`config.mk`:
```
export PLATFORM = sky130hd
export DESIGN_NAME = cmd_fetch_ctrl_flat
export DESIGN_NICKNAME = d
export VERILOG_FILES = /design/src/rtl/cmd_fetch_ctrl_if.sv /design/src/rtl/cmd_fetch_ctrl.sv /design/src/flat_wrapper.sv
export SDC_FILE = /design/constraint.sdc
export NUM_CORES = 1
export LEC_CHECK = 0
export BUFFER_PORTS_ARGS = -buffer_cell sky130_fd_sc_hd__buf_2
export CAP_MARGIN = 10
export CORE_AREA = 2 2 228 230
export CTS_CLUSTER_DIAMETER = 40
export DETAILED_ROUTE_END_ITERATION = 8
export DIE_AREA = 0 0 230 232
export GPL_TIMING_DRIVEN = 0
export PLACE_DENSITY = 0.4
export SYNTH_ARGS = -nofsm -noshare
export SYNTH_HDL_FRONTEND = slang
export SYNTH_SLANG_ARGS = --single-unit
export TNS_END_PERCENT = 100
```
`constraint.sdc`:
```
create_clock -name clk -period 4.2 [get_ports clk]
set_input_delay 0.42 -clock clk [delete_from_list [all_inputs] [get_ports clk]]
set_output_delay 0.42 -clock clk [all_outputs]
set_load 0.03 [all_outputs]
```
`src/rtl/cmd_fetch_ctrl_if.sv`:
```
// Command fetch bus bundle.
// The bundle carries three groups of signals:
//   - the command handshake to the processor core,
//   - the host loader write request,
//   - the command memory port.
// The master modport is the fetch controller's view.
// The slave modport is the view of the core, the host loader and the memory together.
interface cmd_fetch_ctrl_if #(
    parameter int CMD_WIDTH  = 128,
    parameter int ADDR_WIDTH = 8
);
    // core handshake
    logic                  cmd_valid;
    logic                  cmd_ready;
    logic [CMD_WIDTH-1:0]  cmd_data;
    logic [ADDR_WIDTH-1:0] cmd_addr;

    // host loader write request
    logic                  host_wr_en;
    logic [ADDR_WIDTH-1:0] host_wr_addr;
    logic [CMD_WIDTH-1:0]  host_wr_data;
    logic                  host_wr_ack;

    // command memory port (registered read address, combinational data out)
    logic [ADDR_WIDTH-1:0] mem_read_address;
    logic                  mem_write_enable;
    logic [ADDR_WIDTH-1:0] mem_write_address;
    logic [CMD_WIDTH-1:0]  mem_cmd_in;
    logic [CMD_WIDTH-1:0]  mem_cmd_out;

    modport master (
        output cmd_valid, cmd_data, cmd_addr,
        input  cmd_ready,
        input  host_wr_en, host_wr_addr, host_wr_data,
        output host_wr_ack,
        output mem_read_address, mem_write_enable, mem_write_address, mem_cmd_in,
        input  mem_cmd_out
    );

    modport slave (
        input  cmd_valid, cmd_data, cmd_addr,
        output cmd_ready,
        output host_wr_en, host_wr_addr, host_wr_data,
        input  host_wr_ack,
        input  mem_read_address, mem_write_enable, mem_write_address, mem_cmd_in,
        output mem_cmd_out
    );
endinterface

```
`src/rtl/cmd_fetch_ctrl.sv`:
```
// Command fetch sequencer and command-memory port arbiter.
// The controller drives the memory read address as a program counter.
// It presents each command to the core over a valid/ready handshake.
// It supports start, jump and halt.
// It shares the memory write port with the host loader.
//
// Optional feature, enabled by defining CMD_FETCH_LIVE_WRITE_EN:
//   - When defined, host writes are accepted in every state (live patching).
//   - When undefined, host writes are accepted only while IDLE.
module cmd_fetch_ctrl #(
    parameter int CMD_WIDTH  = 128,
    parameter int ADDR_WIDTH = 8,
    parameter int CNT_WIDTH  = 16
) (
    input  logic                  clk,
    input  logic                  reset,
    input  logic                  start,
    input  logic [ADDR_WIDTH-1:0] start_addr,
    input  logic                  halt,
    input  logic                  jump_en,
    input  logic [ADDR_WIDTH-1:0] jump_addr,
    output logic                  busy,
    output logic [CNT_WIDTH-1:0]  cmd_count,
    cmd_fetch_ctrl_if.master      bus
);

    typedef enum logic [1:0] {
        IDLE  = 2'd0,
        RUN   = 2'd1,
        DRAIN = 2'd2
    } state_t;

    state_t                state;
    logic [ADDR_WIDTH-1:0] pc;
    logic [ADDR_WIDTH-1:0] pc_inc;
    logic [ADDR_WIDTH-1:0] rd_addr;
    logic                  cmd_valid_q;
    logic                  busy_q;
    logic                  fire;
    logic                  wr_allowed;

    assign fire   = cmd_valid_q & bus.cmd_ready;
    // Natural wrap from the last word back to 0.
    assign pc_inc = pc + ADDR_WIDTH'(1);

    // Next read address.
    // pc is loaded with this value every cycle, so the memory's registered
    // address always equals pc and mem_cmd_out always holds the word at pc.
    // Reset forces 0 so the memory address register and pc stay in step.
    // Halt outranks jump: once halted, a jump request is ignored.
    always_comb begin
        rd_addr = pc;
        if (reset) begin
            rd_addr = '0;
        end else begin
            case (state)
                IDLE: begin
                    if (start) rd_addr = start_addr;
                end
                RUN: begin
                    if (halt)         rd_addr = fire ? pc_inc : pc;
                    else if (jump_en) rd_addr = jump_addr;
                    else if (fire)    rd_addr = pc_inc;
                end
                default: rd_addr = pc;
            endcase
        end
    end

    // Sequencer FSM with registered handshake/status outputs and the delivered-command counter.
    always_ff @(posedge clk) begin
        if (reset) begin
            state       <= IDLE;
            pc          <= '0;
            cmd_count   <= '0;
            cmd_valid_q <= 1'b0;
            busy_q      <= 1'b0;
        end else begin
            pc <= rd_addr;
            // fire cannot occur in IDLE, so this never collides with the start clear.
            if (fire && (cmd_count != {CNT_WIDTH{1'b1}}))
                cmd_count <= cmd_count + CNT_WIDTH'(1);
            case (state)
                IDLE: begin
                    if (start) begin
                        state       <= RUN;
                        cmd_valid_q <= 1'b1;
                        busy_q      <= 1'b1;
                        cmd_count   <= '0;
                    end
                end
                RUN: begin
                    if (halt) begin
                        if (fire) begin
                            state       <= IDLE;
                            cmd_valid_q <= 1'b0;
                            busy_q      <= 1'b0;
                        end else begin
                            state <= DRAIN;
                        end
                    end
                end
                DRAIN: begin
                    if (fire) begin
                        state       <= IDLE;
                        cmd_valid_q <= 1'b0;
                        busy_q      <= 1'b0;
                    end
                end
                default: begin
                    state       <= IDLE;
                    cmd_valid_q <= 1'b0;
                    busy_q      <= 1'b0;
                end
            endcase
        end
    end

    // Host write admission.
    // A write to the word at pc shows up on cmd_data the following cycle,
    // because the memory read is combinational from the held address.
`ifdef CMD_FETCH_LIVE_WRITE_EN
    assign wr_allowed = 1'b1;
`else
    assign wr_allowed = (state == IDLE);
`endif

    assign bus.host_wr_ack       = bus.host_wr_en & wr_allowed & ~reset;
    assign bus.mem_write_enable  = bus.host_wr_ack;
    assign bus.mem_write_address = bus.host_wr_addr;
    assign bus.mem_cmd_in        = bus.host_wr_data;
    assign bus.mem_read_address  = rd_addr;

    assign bus.cmd_valid = cmd_valid_q;
    assign bus.cmd_data  = bus.mem_cmd_out;
    assign bus.cmd_addr  = pc;
    assign busy          = busy_q;

endmodule
```
`src/flat_wrapper.sv`:
```
// flat-port wrapper written by rule: the top's interface ports become plain ports
module cmd_fetch_ctrl_flat 
#(
    parameter int CMD_WIDTH  = 128,
    parameter int ADDR_WIDTH = 8,
    parameter int CNT_WIDTH  = 16
)
  (clk, reset, start, start_addr, halt, jump_en, jump_addr, busy, cmd_count, bus_cmd_valid, bus_cmd_data, bus_cmd_addr, bus_cmd_ready, bus_host_wr_en, bus_host_wr_addr, bus_host_wr_data, bus_host_wr_ack, bus_mem_read_address, bus_mem_write_enable, bus_mem_write_address, bus_mem_cmd_in, bus_mem_cmd_out);
  cmd_fetch_ctrl_if #(.CMD_WIDTH(CMD_WIDTH), .ADDR_WIDTH(ADDR_WIDTH)) bus_i ();
  input  logic clk;
  input  logic reset;
  input  logic start;
  input  logic [ADDR_WIDTH-1:0] start_addr;
  input  logic halt;
  input  logic jump_en;
  input  logic [ADDR_WIDTH-1:0] jump_addr;
  output logic busy;
  output logic [CNT_WIDTH-1:0] cmd_count;
  output wire logic [$bits(bus_i.cmd_valid)-1:0] bus_cmd_valid;
  output wire logic [$bits(bus_i.cmd_data)-1:0] bus_cmd_data;
  output wire logic [$bits(bus_i.cmd_addr)-1:0] bus_cmd_addr;
  input wire logic [$bits(bus_i.cmd_ready)-1:0] bus_cmd_ready;
  input wire logic [$bits(bus_i.host_wr_en)-1:0] bus_host_wr_en;
  input wire logic [$bits(bus_i.host_wr_addr)-1:0] bus_host_wr_addr;
  input wire logic [$bits(bus_i.host_wr_data)-1:0] bus_host_wr_data;
  output wire logic [$bits(bus_i.host_wr_ack)-1:0] bus_host_wr_ack;
  output wire logic [$bits(bus_i.mem_read_address)-1:0] bus_mem_read_address;
  output wire logic [$bits(bus_i.mem_write_enable)-1:0] bus_mem_write_enable;
  output wire logic [$bits(bus_i.mem_write_address)-1:0] bus_mem_write_address;
  output wire logic [$bits(bus_i.mem_cmd_in)-1:0] bus_mem_cmd_in;
  input wire logic [$bits(bus_i.mem_cmd_out)-1:0] bus_mem_cmd_out;
  assign bus_cmd_valid = bus_i.cmd_valid;
  assign bus_cmd_data = bus_i.cmd_data;
  assign bus_cmd_addr = bus_i.cmd_addr;
  assign bus_i.cmd_ready = bus_cmd_ready;
  assign bus_i.host_wr_en = bus_host_wr_en;
  assign bus_i.host_wr_addr = bus_host_wr_addr;
  assign bus_i.host_wr_data = bus_host_wr_data;
  assign bus_host_wr_ack = bus_i.host_wr_ack;
  assign bus_mem_read_address = bus_i.mem_read_address;
  assign bus_mem_write_enable = bus_i.mem_write_enable;
  assign bus_mem_write_address = bus_i.mem_write_address;
  assign bus_mem_cmd_in = bus_i.mem_cmd_in;
  assign bus_i.mem_cmd_out = bus_mem_cmd_out;
  cmd_fetch_ctrl #(.CMD_WIDTH(CMD_WIDTH), .ADDR_WIDTH(ADDR_WIDTH), .CNT_WIDTH(CNT_WIDTH)) u_core (.clk(clk), .reset(reset), .start(start), .start_addr(start_addr), .halt(halt), .jump_en(jump_en), .jump_addr(jump_addr), .busy(busy), .cmd_count(cmd_count), .bus(bus_i));
endmodule
```
==> summary.txt, run 1 <==
Status
  – Status: complete, no violations

Route
  – Routed wire length: around 18000 µm
  – Initial drt markers: 125
  – Average wire per standard cell: around 12 µm
  – Detailed-route vias per instance: between 2 and 3
  – First-pass iteration count of the detailed router: 4
  – Post-route DRC: 0
  – Routed Antenna Nets: 0
  – Vias: 4007

Place
  – Placed cell count: ~1500
  – Pre-CTS setup slack: roughly 1.6 ns
  – Final GP Congestion: 0.851
  – # port buffers: ~320
  – Dpl hpwl: 16900 µm

Clock tree
  – Setup repair bufs after CTS: 0
  – Worst-skew pair later-pin latency: around 0.27 ns
  – Hold buffer count at cts: 0
  – H-tree levels: 1
  – CTS root buf: clkbuf_16
  – CTS Sinks: 27
  – Post-cts sizing count: 0
  – Clock-pin slew on the worst setup and hold paths: 0.07 ns
  – CTS tree: done
  – TritonCTS Buffers: 3
  – Clock tree buffer depth: 2

Worst setup path
  – Critical path arrival: 2.35 ns
  – Most used cell, CP: nand2_1
  – CP top delay family: buffers and inverters
  – Crit path buffers/inverters: 2
  – Setup crit end kind: output pin
  – Critical Path Max Stage Delay: 0.52 ns
  – Slowest CP cell: clkbuf_1
  – WP data required: around 3.8 ns
  – Reg2reg start: u_core.bus.cmd_valid
  – CP cell instances: nand2_1 -> clkbuf_1 -> nand2_1 -> a311o_1 -> a21oi_1 -> buf_2
  – Critical Path Fanout Max: 10
  – Worst setup startpoint: u_core.bus.cmd_valid
  – Critical path startpoint category: register
  – Critical path type: reg -> out
  – Setup slack, reg-to-reg: between 2 and 2.5 ns

Power and ir drop
  – PD cells: between 200 and 300 mW/mm²
  – P_leak: about 3.2 nW
  – Max VDD drop: ~110 µV
  – Sw Pwr: about 0.00097 W
  – Clock network power share: 0.127
  – Sw Ratio: 0.530
  – Internal power: around 0.00086 W
  – Comb power frac: 0.678
  – Part of the power in registers: 0.195

Synthesis
  – Avg Inst Size Synth: 7.77 µm²
  – Seq/Total Area, Yosys: 0.147
  – Synth area leaders: buf_4 (54%), dfxtp_1 (15%), xnor2_1 (3.6%)
  – Post-synthesis cell area: around 0.0037 mm²
  – Cells after synthesis: approximately 470
  – Async S/R FF share, synth: 0
  – Post-synthesis net count: approximately 770
  – EDFF count, synth: 0
  – Ys Warns: 0
  – Netlist cell types: just over 40
  – Most frequent cells after synthesis: buf_4 (266), nor2_1 (29), dfxtp_1 (27)
  – Post-synth top area share: 0.542
  – Primary FF master, synth: dfxtp_1
  – Post-synthesis sequential element count: 27
  – Post-synth top area cell: buf_4
  – Most frequent cell after synthesis: buf_4

Global route
  – GR Overflow Total: 0
  – Met2 usage: 0.122
  – Most Used Layer, Global Route: met2
  – M1 GR Usage: 0.0559
  – Met3 usage: 0.0273
  – Antenna violations before repair: 11
  – Largest net degree at the start of global routing: 17
  – Global-route wire length before repair: 23400 µm
  – GRT Util Overall: 0.0605
  – Via count of the first global-routing pass: roughly 3600

STA
  – Setup Viol. Count Final: 0
  – RSZ-0062 raised after global routing: false
  – Fin Clk Skew: roughly 0.0054 ns
  – Slew margin rel.: 0.592
  – Setup TNS: 0 ns
  – Final Cycle Share: 0.660
  – Final worst slack: around 1.4 ns
  – Max-slew violations: 0
  – Smallest hold slack: roughly 0.47 ns
  – Fin. Hold Viols: 0
  – Final Critical Period: about 2.8 ns
  – Fmax: approximately 0.36 GHz
  – Worst slew pin tran: 0.612 ns

Finish
  – Ratio of cells with drive above 1 in the final layout: 0.753
  – Final #Nets: about 1100
  – Final Core Density: 0.122
  – Fin cells: 1482
  – Fill count: around 5900
  – Area Overhead vs Synth: 69.3%
  – Reg area: between 500 and 600 µm²
  – Multi-input logic area: 0.00108 mm²

Floorplan
  – DIE WIDTH: 230 µm
  – Area of the core: between 0.05 and 0.06 mm²
  – Die area: between 0.05 and 0.06 mm²
  – Die Y: roughly 230 µm
  – IO Pins: a little under 600
  – Initial Util: 0.0723
  – Row count: 83

Run
  – Max cap viols: 0

Worst hold path
  – Worst Hold Launch: jump_addr[3]
  – Class of the worst hold path: in -> reg
worst min-delay path, stage by stage:
cell     delay, ns
buf_2         0.08
mux2i_1       0.07
o22ai_1       0.12
logic make-up (layout without fill, tap and decap cells):
family,Yosys count,in the layout,share of synthesized area
and+or+nand+nor,85,85,0.129
muxes,9,9,0.0245
adders and majority gates,5,5,0.0170
AOI/OAI and AO/OA,47,47,0.0768
buffers and inverters,281,607,0.558
DFF,27,27,0.147
xor gates and xnor gates,20,20,0.0476
other,0,2,0
state kept, by name (all words and copies together) (netlist names):
register              count
u_core.bus.cmd_addr       8
u_core.bus.cmd_valid      1
u_core.cmd_count         16
u_core.state              2
layout by cell type (no fill, tap or decap), types with 2 or more instances in the layout:
cell type  count
a21o_1         3
a21oi_1       20
and3_1         3
buf_2        324
buf_4        266
clkbuf_1       6
clkbuf_16      3
dfxtp_1       27
diode_2        2
ha_1           5
inv_1          6
mux2i_1        9
nand2_1       11
nand2b_1       3
nand3_1        9
nand4_1        3
nand4_4        2
nor2_1        29
nor2b_1        2
nor3_1         7
nor3b_1        3
nor4_1         5
o21a_1         2
o21ai_0        7
o22ai_1        8
xnor2_1       15
xor2_1         5
per-stage QoR:
step	total power, W	cell area [µm²]
floorplan	0.00125	3680
global placement	0.00164	6140
detailed placement	0.00164	6140
CTS	0.00188	6230
global route	0.00197	6230
finish	0.00184	6230
path summary, 6_finish.rpt:
check                            endpoint  cells past startpoint
setup / recovery  bus_mem_read_address[1]                      6
hold / removal     u_core.bus.cmd_addr[3]                      3
setup reg to reg   u_core.bus.cmd_addr[3]                      6
hold reg to reg       u_core.cmd_count[1]                      2
cell type report:
class / count / share of cell area
Antenna cell: 2 / 0.000803
Multi-Input combinational cell: 166 / 0.174
Timing Repair Buffer: 322 / 0.259
Sequential cell: 27 / 0.0867
Inverter: 6 / 0.00361
Buffer: 275 / 0.326
Tap cell: 680 / 0.137
Clock inverter: 1 / 0.00120
Clock buffer: 3 / 0.0120
power groups by stage:
| stage | Combinational (W) | Sequential [W] | Clock, W |
|---|---|---|---|
| 2_1_floorplan | 0.000835 | 0.000415 | 0 |
| 3_3_place_gp | 0.00128 | 0.000366 | 0 |
| 3_5_place_dp | 0.00127 | 0.000368 | 0 |
| 4_1_cts | 0.00128 | 0.000362 | 0.000244 |
| 5_1_grt | 0.00134 | 0.000372 | 0.000255 |
| 6_report | 0.00125 | 0.000359 | 0.000233 |
per-layer routing:
metal	vias up	wire length [µm]	share of wire
met1	1720	5670	0.31
met4	8	350	0.019
li1	1930	-	-
met5	-	54	0.0029
met2	321	10100	0.55
met3	28	2260	0.12
Note: power is estimated with default switching activity, not from simulation.
==> run 2: changes to the inputs <==
--- a/config.mk
+++ b/config.mk
@@ -7,12 +7,12 @@
 export LEC_CHECK = 0
 export BUFFER_PORTS_ARGS = -buffer_cell sky130_fd_sc_hd__buf_2
 export CAP_MARGIN = 10
-export CORE_AREA = 2 2 228 230
+export CORE_AREA = 2 2 227 229
 export CTS_CLUSTER_DIAMETER = 40
 export DETAILED_ROUTE_END_ITERATION = 8
-export DIE_AREA = 0 0 230 232
+export DIE_AREA = 0 0 229 231
 export GPL_TIMING_DRIVEN = 0
-export PLACE_DENSITY = 0.4
+export PLACE_DENSITY = 0.41
 export SYNTH_ARGS = -nofsm -noshare
 export SYNTH_HDL_FRONTEND = slang
 export SYNTH_SLANG_ARGS = --single-unit
==> constraint.sdc (replaced) <==
create_clock -name clk -period 2.4 [get_ports clk]
set_input_delay 0.24 -clock clk [delete_from_list [all_inputs] [get_ports clk]]
set_output_delay 0.24 -clock clk [all_outputs]
set_load 0.03 [all_outputs]
==> run 2 against run 1 <==
  * Flip-flop and latch count unchanged
  * Via count increased by 0.12%
  * Clock skew grew 0.00089 ns
  * Setup slack worse by 1.3 ns
  * Hold slack lost 0.19 ns
  * Global-route usage about the same
  * Critical path depth did not move
  * Critical path type unchanged
==> summary.txt, run 2 (synthesis gave the netlist of run 1 again) <==
Clock tree
  – Clock-pin slew on the worst setup and hold paths: 0.07 ns (about the same)
  – H-tree levels: 1 (unchanged)
  – Worst-skew pair later-pin latency: 0.27 ns (about the same)
  – CTS tree: done (unchanged)
  – CTS root buf: clkbuf_16 (unchanged)
  – CTS Sinks: 27 (unchanged)
  – Hold buffer count at cts: 0 (unchanged)
  – Clock tree buffer depth: 2 (unchanged)
  – TritonCTS Buffers: 3 (unchanged)

STA
  – Fin Clk Skew: 0.00630 ns (was 0.00540 ns)
  – Fin. Hold Viols: 0 (unchanged)
  – Slew margin rel.: 0.646 (was 0.592)
  – RSZ-0062 raised after global routing: false (unchanged)
  – Final Critical Period: 2.22 ns
  – Fmax: 0.450 GHz
  – Worst slew pin tran: 0.531 ns (was 0.612 ns)
  – Smallest hold slack: 0.278 ns (was 0.466 ns)
  – Max-slew violations: 0 (unchanged)
  – Setup Viol. Count Final: 0 (unchanged)
  – Final Cycle Share: 0.926

Power and ir drop
  – Internal power: 0.00155 W (was 0.000865 W)
  – PD cells: 518 mW/mm² (was 295 mW/mm²)
  – Sw Ratio: 0.523 (was 0.530)
  – Sw Pwr: 0.00169 W (was 0.000973 W)
  – P_leak: 3.23 nW (about the same)
  – Part of the power in registers: 0.196 (was 0.195)
  – Comb power frac: 0.676 (was 0.678)
  – Clock network power share: 0.127 (about the same)
  – Tot Pwr: 0.00324 W (was 0.00184 W)
  – Max VDD drop: 178 µV (was 110 µV)

Worst setup path
  – Critical Path Fanout Max: 10 (unchanged)
  – Critical path arrival: 1.98 ns (was 2.35 ns)
  – Setup slack, reg-to-reg: 0.49 ns (was 2.32 ns)
  – Most used cell, CP: inv_1 (was nand2_1)
  – CP cell instances: inv_1 -> ha_1 -> inv_1 -> a311o_1 -> a21oi_1 -> buf_2 (was nand2_1 -> clkbuf_1 -> nand2_1 -> a311o_1 -> a21oi_1 -> buf_2)
  – Critical Path Max Stage Delay: 0.45 ns (was 0.52 ns)
  – Critical path type: reg -> out (unchanged)
  – WP data required: 2.16 ns (was 3.78 ns)
  – Slowest CP cell: ha_1 (was clkbuf_1)
  – Setup crit end kind: output pin (unchanged)
  – Critical path startpoint category: register (unchanged)

Finish
  – Ratio of cells with drive above 1 in the final layout: 0.762 (was 0.753)
  – Most flops, register: u_core.cmd_count (unchanged)
  – Final Core Density: 0.123 (was 0.122)
  – Max reg flops: 16 (unchanged)
  – Fin cells: 1482 (unchanged)
  – Area Overhead vs Synth: 69.9% (was 69.3%)
  – Most common cell after layout, fill and taps aside: buf_2 (unchanged)
  – Final #Nets: 1092 (was 1093)
  – Most frequent cells in the layout: buf_2 (324), buf_4 (267), nor2_1 (28), dfxtp_1 (26), a21oi_1 (20) (was buf_2 (324), buf_4 (266), nor2_1 (29), dfxtp_1 (27), a21oi_1 (20))

Route
  – Vias: 4012 (was 4007)
  – First-pass iteration count of the detailed router: 4 (unchanged)
  – Routed wire length: 18200 µm (was 18500 µm)
  – Post-route DRC: 0 (unchanged)
  – Detailed-route vias per instance: 2.71 (was 2.70)
  – Routed Antenna Nets: 0 (unchanged)
  – Initial drt markers: 109 (was 125)
  – Average wire per standard cell: 12.3 µm (was 12.5 µm)

Global route
  – Global-route wire length before repair: 23500 µm (was 23400 µm)
  – GRT Util Overall: 0.0602 (was 0.0605)
  – Antenna violations before repair: 9 (was 11)
  – Largest net degree at the start of global routing: 17 (unchanged)
  – Via count of the first global-routing pass: 3574 (was 3561)
  – GR Overflow Total: 0 (unchanged)

Place
  – Final GP Congestion: 0.712 (was 0.851)
  – Placed cell count: 1476 (unchanged)
  – Dpl hpwl: 16600 µm (was 16900 µm)
  – # port buffers: 322 (unchanged)

Floorplan
  – Die Y: 231 µm (was 232 µm)
  – IO Pins: 587 (unchanged)
  – DIE WIDTH: 229 µm (was 230 µm)
  – Initial Util: 0.0726 (was 0.0723)
  – Die area: 0.0529 mm² (was 0.0534 mm²)
  – Area of the core: 0.0507 mm² (was 0.0509 mm²)
  – Row count: 83 (unchanged)

Run
  – Max cap viols: 0 (unchanged)

Worst hold path
  – Class of the worst hold path: in -> reg (unchanged)

Status
  – Status: complete, no violations (unchanged)
-- run 2: power groups by stage --
stage | Clock (W) | Sequential, W | Combinational [W]
final | 0.000412 | 0.000636 | 0.00219
after global routing | 0.000456 | 0.000652 | 0.00236
after CTS | 0.000437 | 0.000640 | 0.00219
after detailed placement | 0 | 0.000649 | 0.00218
after global placement | 0 | 0.000645 | 0.00219
after floorplan | 0 | 0.000725 | 0.00146
-- run 2: repair_timing --
item | CTS | global route
setup endpoints to repair | 8 | 8
buffers inserted | 0 | 1
cloned | 0 | 0
resized for setup | 4 | 4
-- run 2: area by class of cell --
type / count / area (µm²)
Fill cell: 5874 / 44400
Buffer: 273 / 2030
Timing Repair Buffer: 323 / 1620
Multi-Input combinational cell: 166 / 1100
Tap cell: 680 / 851
Sequential cell: 27 / 542
Clock buffer: 3 / 75.1
Inverter: 6 / 26.3
Clock inverter: 1 / 7.51
Antenna cell: 3 / 7.51
-- run 2: metal layers --
metal | GRT usage | part of all wire | vias up | wire length (µm)
met4 | 0.0142 | 0.024 | 8 | 441
li1 | - | - | 1927 | -
met3 | 0.0280 | 0.12 | 28 | 2260
met1 | 0.0594 | 0.32 | 1771 | 5830
met2 | 0.113 | 0.53 | 278 | 9650
met5 | 0 | 0.0030 | - | 54
-- run 2: worst max-delay path: cells and delay by family (launching register included) --
family / cells / cell delay (ns)
fa+ha+maj: 1 / 0.45
flops: 1 / 0.32
buf+inv: 3 / 0.50
compound gates: 2 / 0.44
-- run 2: final timing paths --
path / to / from / cells past startpoint
worst min register to register: u_core.cmd_count[15] / u_core.cmd_count[15] / 2
worst min-delay path: u_core.bus.cmd_addr[3] / jump_addr[3] / 3
worst max register to register: u_core.cmd_count[7] / u_core.cmd_count[0] / 6
worst max-delay path: bus_mem_read_address[1] / u_core.state[1] / 6
-- run 2: through the flow --
step                      worst slack (ns)  TNS (ns)  instance area [µm²]
final                                0.178         0                 6250
after global routing              0.000979         0                 6250
after CTS                         -0.00328  -0.00328                 6230
after detailed placement            0.0175         0                 6140
after global placement             0.00678         0                 6140
after floorplan                      0.191         0                 3680
==> run 3: changes to the inputs <==
--- a/config.mk
+++ b/config.mk
@@ -7,12 +7,12 @@
 export LEC_CHECK = 0
 export BUFFER_PORTS_ARGS = -buffer_cell sky130_fd_sc_hd__buf_2
 export CAP_MARGIN = 10
-export CORE_AREA = 2 2 227 229
+export CORE_AREA = 2 2 228 230
 export CTS_CLUSTER_DIAMETER = 40
 export DETAILED_ROUTE_END_ITERATION = 8
-export DIE_AREA = 0 0 229 231
+export DIE_AREA = 0 0 230 232
 export GPL_TIMING_DRIVEN = 0
-export PLACE_DENSITY = 0.41
+export PLACE_DENSITY = 0.4
 export SYNTH_ARGS = -nofsm -noshare
 export SYNTH_HDL_FRONTEND = slang
 export SYNTH_SLANG_ARGS = --single-unit
==> constraint.sdc (replaced) <==
create_clock -name clk -period 2.72 [get_ports clk]
set_input_delay 0.272 -clock clk [delete_from_list [all_inputs] [get_ports clk]]
set_output_delay 0.272 -clock clk [all_outputs]
set_load 0.03 [all_outputs]
==> run 3 against run 2 <==
  * Sequential share of layout area about the same
  * Critical endpoint is now bus_mem_read_address[3]
  * Via count increased by 0.30%
  * Total power fell by 12%
  * Clock-buffer cell count did not move
  * Combinational power shrank 12%
  * Global-route usage hardly changed
  * Non-clock buffer count unchanged
  * Clock skew shrank 0.00086 ns
  * Sequential power down 13%
==> summary.txt, run 3 (synthesis gave the netlist of run 1 again) <==
STA
  – Final Critical Period: around 2.4 ns
  – Fin Clk Skew: 0.00544 ns (was 0.00630 ns)
  – Worst slew pin tran: 0.533 ns (was 0.531 ns)
  – Final Cycle Share: 0.890
  – Final worst slack: 0.299 ns (was 0.178 ns)
  – RSZ-0062 raised after global routing: false (unchanged)
  – Setup TNS: 0 ns (unchanged)
  – Max-slew violations: 0 (unchanged)
  – Fin. Hold Viols: 0 (unchanged)
  – Setup Viol. Count Final: 0 (unchanged)
  – Slew margin rel.: 0.645 (was 0.646)
  – Fmax: 0.413 GHz

Global route
  – Via count of the first global-routing pass: 3561 (was 3574)
  – Global-route wire length before repair: 23400 µm (was 23500 µm)
  – Largest net degree at the start of global routing: 17 (unchanged)
  – GR Overflow Total: 0 (unchanged)
  – Antenna violations before repair: 11 (was 9)
  – GRT Util Overall: 0.0605 (was 0.0602)

Worst setup path
  – Worst setup endpoint: bus_mem_read_address[3] (was bus_mem_read_address[1])
  – Number of cells on the critical path: 7 (was 6)
  – Setup crit end kind: output pin (unchanged)
  – Critical Path Max Stage Delay: 0.47 ns (was 0.45 ns)
  – Setup slack, reg-to-reg: 0.75 ns (was 0.49 ns)
  – Critical path arrival: 2.15 ns (was 1.98 ns)
  – Critical path startpoint category: register (unchanged)
  – Critical path type: reg -> out (unchanged)
  – CP top delay family: buffers and inverters (unchanged)
  – Worst setup startpoint: u_core.bus.cmd_valid (was u_core.state[1])
  – Reg2Reg Depth: 7 (was 6)
  – CP cell instances: nand2_1 -> clkbuf_2 -> nor2_1 -> xor2_1 -> mux2i_1 -> o22ai_1 -> buf_2 (was inv_1 -> ha_1 -> inv_1 -> a311o_1 -> a21oi_1 -> buf_2)
  – Slowest CP cell: dfxtp_1 (was ha_1)
  – WP data required: 2.45 ns (was 2.16 ns)
  – Reg2reg start: u_core.state[0] (was u_core.cmd_count[0])
  – Crit path buffers/inverters: 2 (was 3)
  – Critical Path Fanout Max: 10 (unchanged)
  – Reg-to-reg critical path endpoint: u_core.state[0] (was u_core.cmd_count[7])

Clock tree
  – CTS root buf: clkbuf_16 (unchanged)
  – Hold buffer count at cts: 0 (unchanged)
  – Worst-skew pair later-pin latency: 0.27 ns (about the same)
  – CTS Sinks: 27 (unchanged)
  – CTS tree: done (unchanged)
  – Setup repair bufs after CTS: 0 (unchanged)
  – H-tree levels: 1 (unchanged)
  – Clock tree buffer depth: 2 (unchanged)
  – Clock-pin slew on the worst setup and hold paths: 0.07 ns (about the same)
  – TritonCTS Buffers: 3 (unchanged)

Floorplan
  – DIE WIDTH: 230 µm (was 229 µm)
  – Row count: 83 (unchanged)
  – Die Y: 232 µm (was 231 µm)
  – Initial Util: 0.0723 (was 0.0726)
  – Die area: 0.0534 mm² (was 0.0529 mm²)
  – IO Pins: 587 (unchanged)
  – Area of the core: 0.0509 mm² (was 0.0507 mm²)

Finish
  – Final instance area: 0.00624 mm² (was 0.00625 mm²)
  – Area Overhead vs Synth: 69.4% (was 69.9%)
  – Max reg flops: 16 (unchanged)
  – Most common cell after layout, fill and taps aside: buf_2 (unchanged)
  – Fin cells: 1483 (was 1482)
  – Ratio of cells with drive above 1 in the final layout: 0.756 (was 0.762)
  – Most frequent cells in the layout: buf_2 (324), buf_4 (266), nor2_1 (28), dfxtp_1 (27), a21oi_1 (20) (was buf_2 (324), buf_4 (267), nor2_1 (28), dfxtp_1 (26), a21oi_1 (20))
  – Final #Nets: 1092 (unchanged)
  – Most flops, register: u_core.cmd_count (unchanged)

Route
  – Vias: 4024 (was 4012)
  – Post-route DRC: 0 (unchanged)
  – Routed wire length: 18500 µm (was 18200 µm)
  – Initial drt markers: 125 (was 109)
  – First-pass iteration count of the detailed router: 4 (unchanged)
  – Detailed-route vias per instance: 2.71 (about the same)
  – Routed Antenna Nets: 0 (unchanged)
  – Average wire per standard cell: 12.5 µm (was 12.3 µm)

Power and ir drop
  – P_leak: 3.24 nW (was 3.23 nW)
  – Internal power: 0.00133 W (was 0.00155 W)
  – Sw Ratio: 0.530 (was 0.523)
  – Sw Pwr: 0.00150 W (was 0.00169 W)
  – PD cells: 455 mW/mm² (was 518 mW/mm²)
  – Clock network power share: 0.127 (about the same)
  – Comb power frac: 0.678 (was 0.676)
  – Tot Pwr: 0.00284 W (was 0.00324 W)
  – Max VDD drop: 168 µV (was 178 µV)
  – Part of the power in registers: 0.195 (was 0.196)

Place
  – Pre-CTS setup slack: 0.365 ns (was 0.0175 ns)
  – Final GP Congestion: 0.851 (was 0.712)
  – Dpl hpwl: 16900 µm (was 16600 µm)
  – Placed cell count: 1476 (unchanged)
  – Placed Area: 0.00614 mm² (unchanged)
  – # port buffers: 322 (unchanged)

Status
  – Status: complete, no violations (unchanged)

Run
  – Max cap viols: 0 (unchanged)

Worst hold path
  – Class of the worst hold path: in -> reg (unchanged)
==> run 3: cell types whose count changed in the layout (fill, tap and decap cells not counted), sizes merged <==
cell | previous run | this run
buf | 592 | 591
diode | 3 | 4
clkinvlp | 2 | 1
clkbuf | 7 | 8
inv | 5 | 6
==> run 3: metrics by stage <==
step,util,hold WS (ns)
6_report,0.123,0.319
3_5_place_dp,0.121,0.525
2_1_floorplan,-,0.481
5_1_grt,0.122,0.335
4_1_cts,0.122,0.307
3_3_place_gp,0.121,0.513
==> run 3: area by class of cell <==
cell class,count,area (µm²)
Fill cell,5896,44700
Buffer,274,2030
Timing Repair Buffer,322,1610
Multi-Input combinational cell,166,1090
Tap cell,680,851
Sequential cell,27,541
Clock buffer,3,75.1
Inverter,6,22.5
Antenna cell,4,10.0
Clock inverter,1,7.51
==> run 3: worst min-delay path by stage <==
stage / slack (ns) / startpoint / end / cells past startpoint
finish: 0.32 / jump_addr[3] / u_core.bus.cmd_addr[3] / 3
global route: 0.34 / jump_addr[3] / u_core.bus.cmd_addr[3] / 3
CTS: 0.31 / jump_addr[3] / u_core.bus.cmd_addr[3] / 3
detailed placement: 0.52 / u_core.cmd_count[1] / u_core.cmd_count[1] / 2
global placement: 0.51 / u_core.state[0] / u_core.state[0] / 2
floorplan: 0.48 / jump_addr[3] / u_core.bus.cmd_addr[3] / 2
==> run 3: timing repair <==
action | in CTS | in global routing
endpoints found under the setup margin | 0 | 8
resized for setup | 0 | 3
endpoints found under the hold margin | 0 | 0
==> run 3: per-layer routing <==
layer / vias to the layer above / track usage / part of all wire
met1: 1732 / 0.0559 / 0.31
met3: 28 / 0.0273 / 0.12
met4: 8 / 0.0101 / 0.019
met2: 325 / 0.122 / 0.55
li1: 1931 / - / -
met5: - / 0 / 0.0029
==> run 3: worst register-to-register path, cell delays in order (launching register included) <==
cell,delay [ns]
dfxtp_1,0.36
inv_1,0.07
ha_1,0.30
inv_1,0.37
o22ai_1,0.23
a21oi_1,0.25
mux2i_1,0.22
nor2_1,0.05
==> run 3: power by group through the flow <==
stage                     clock network, W  logic, W  registers [W]
after floorplan                          0   0.00129       0.000640
final                             0.000359   0.00192       0.000554
after global routing              0.000394   0.00207       0.000574
after CTS                         0.000377   0.00197       0.000558
after detailed placement                 0   0.00196       0.000568
after global placement                   0   0.00197       0.000565
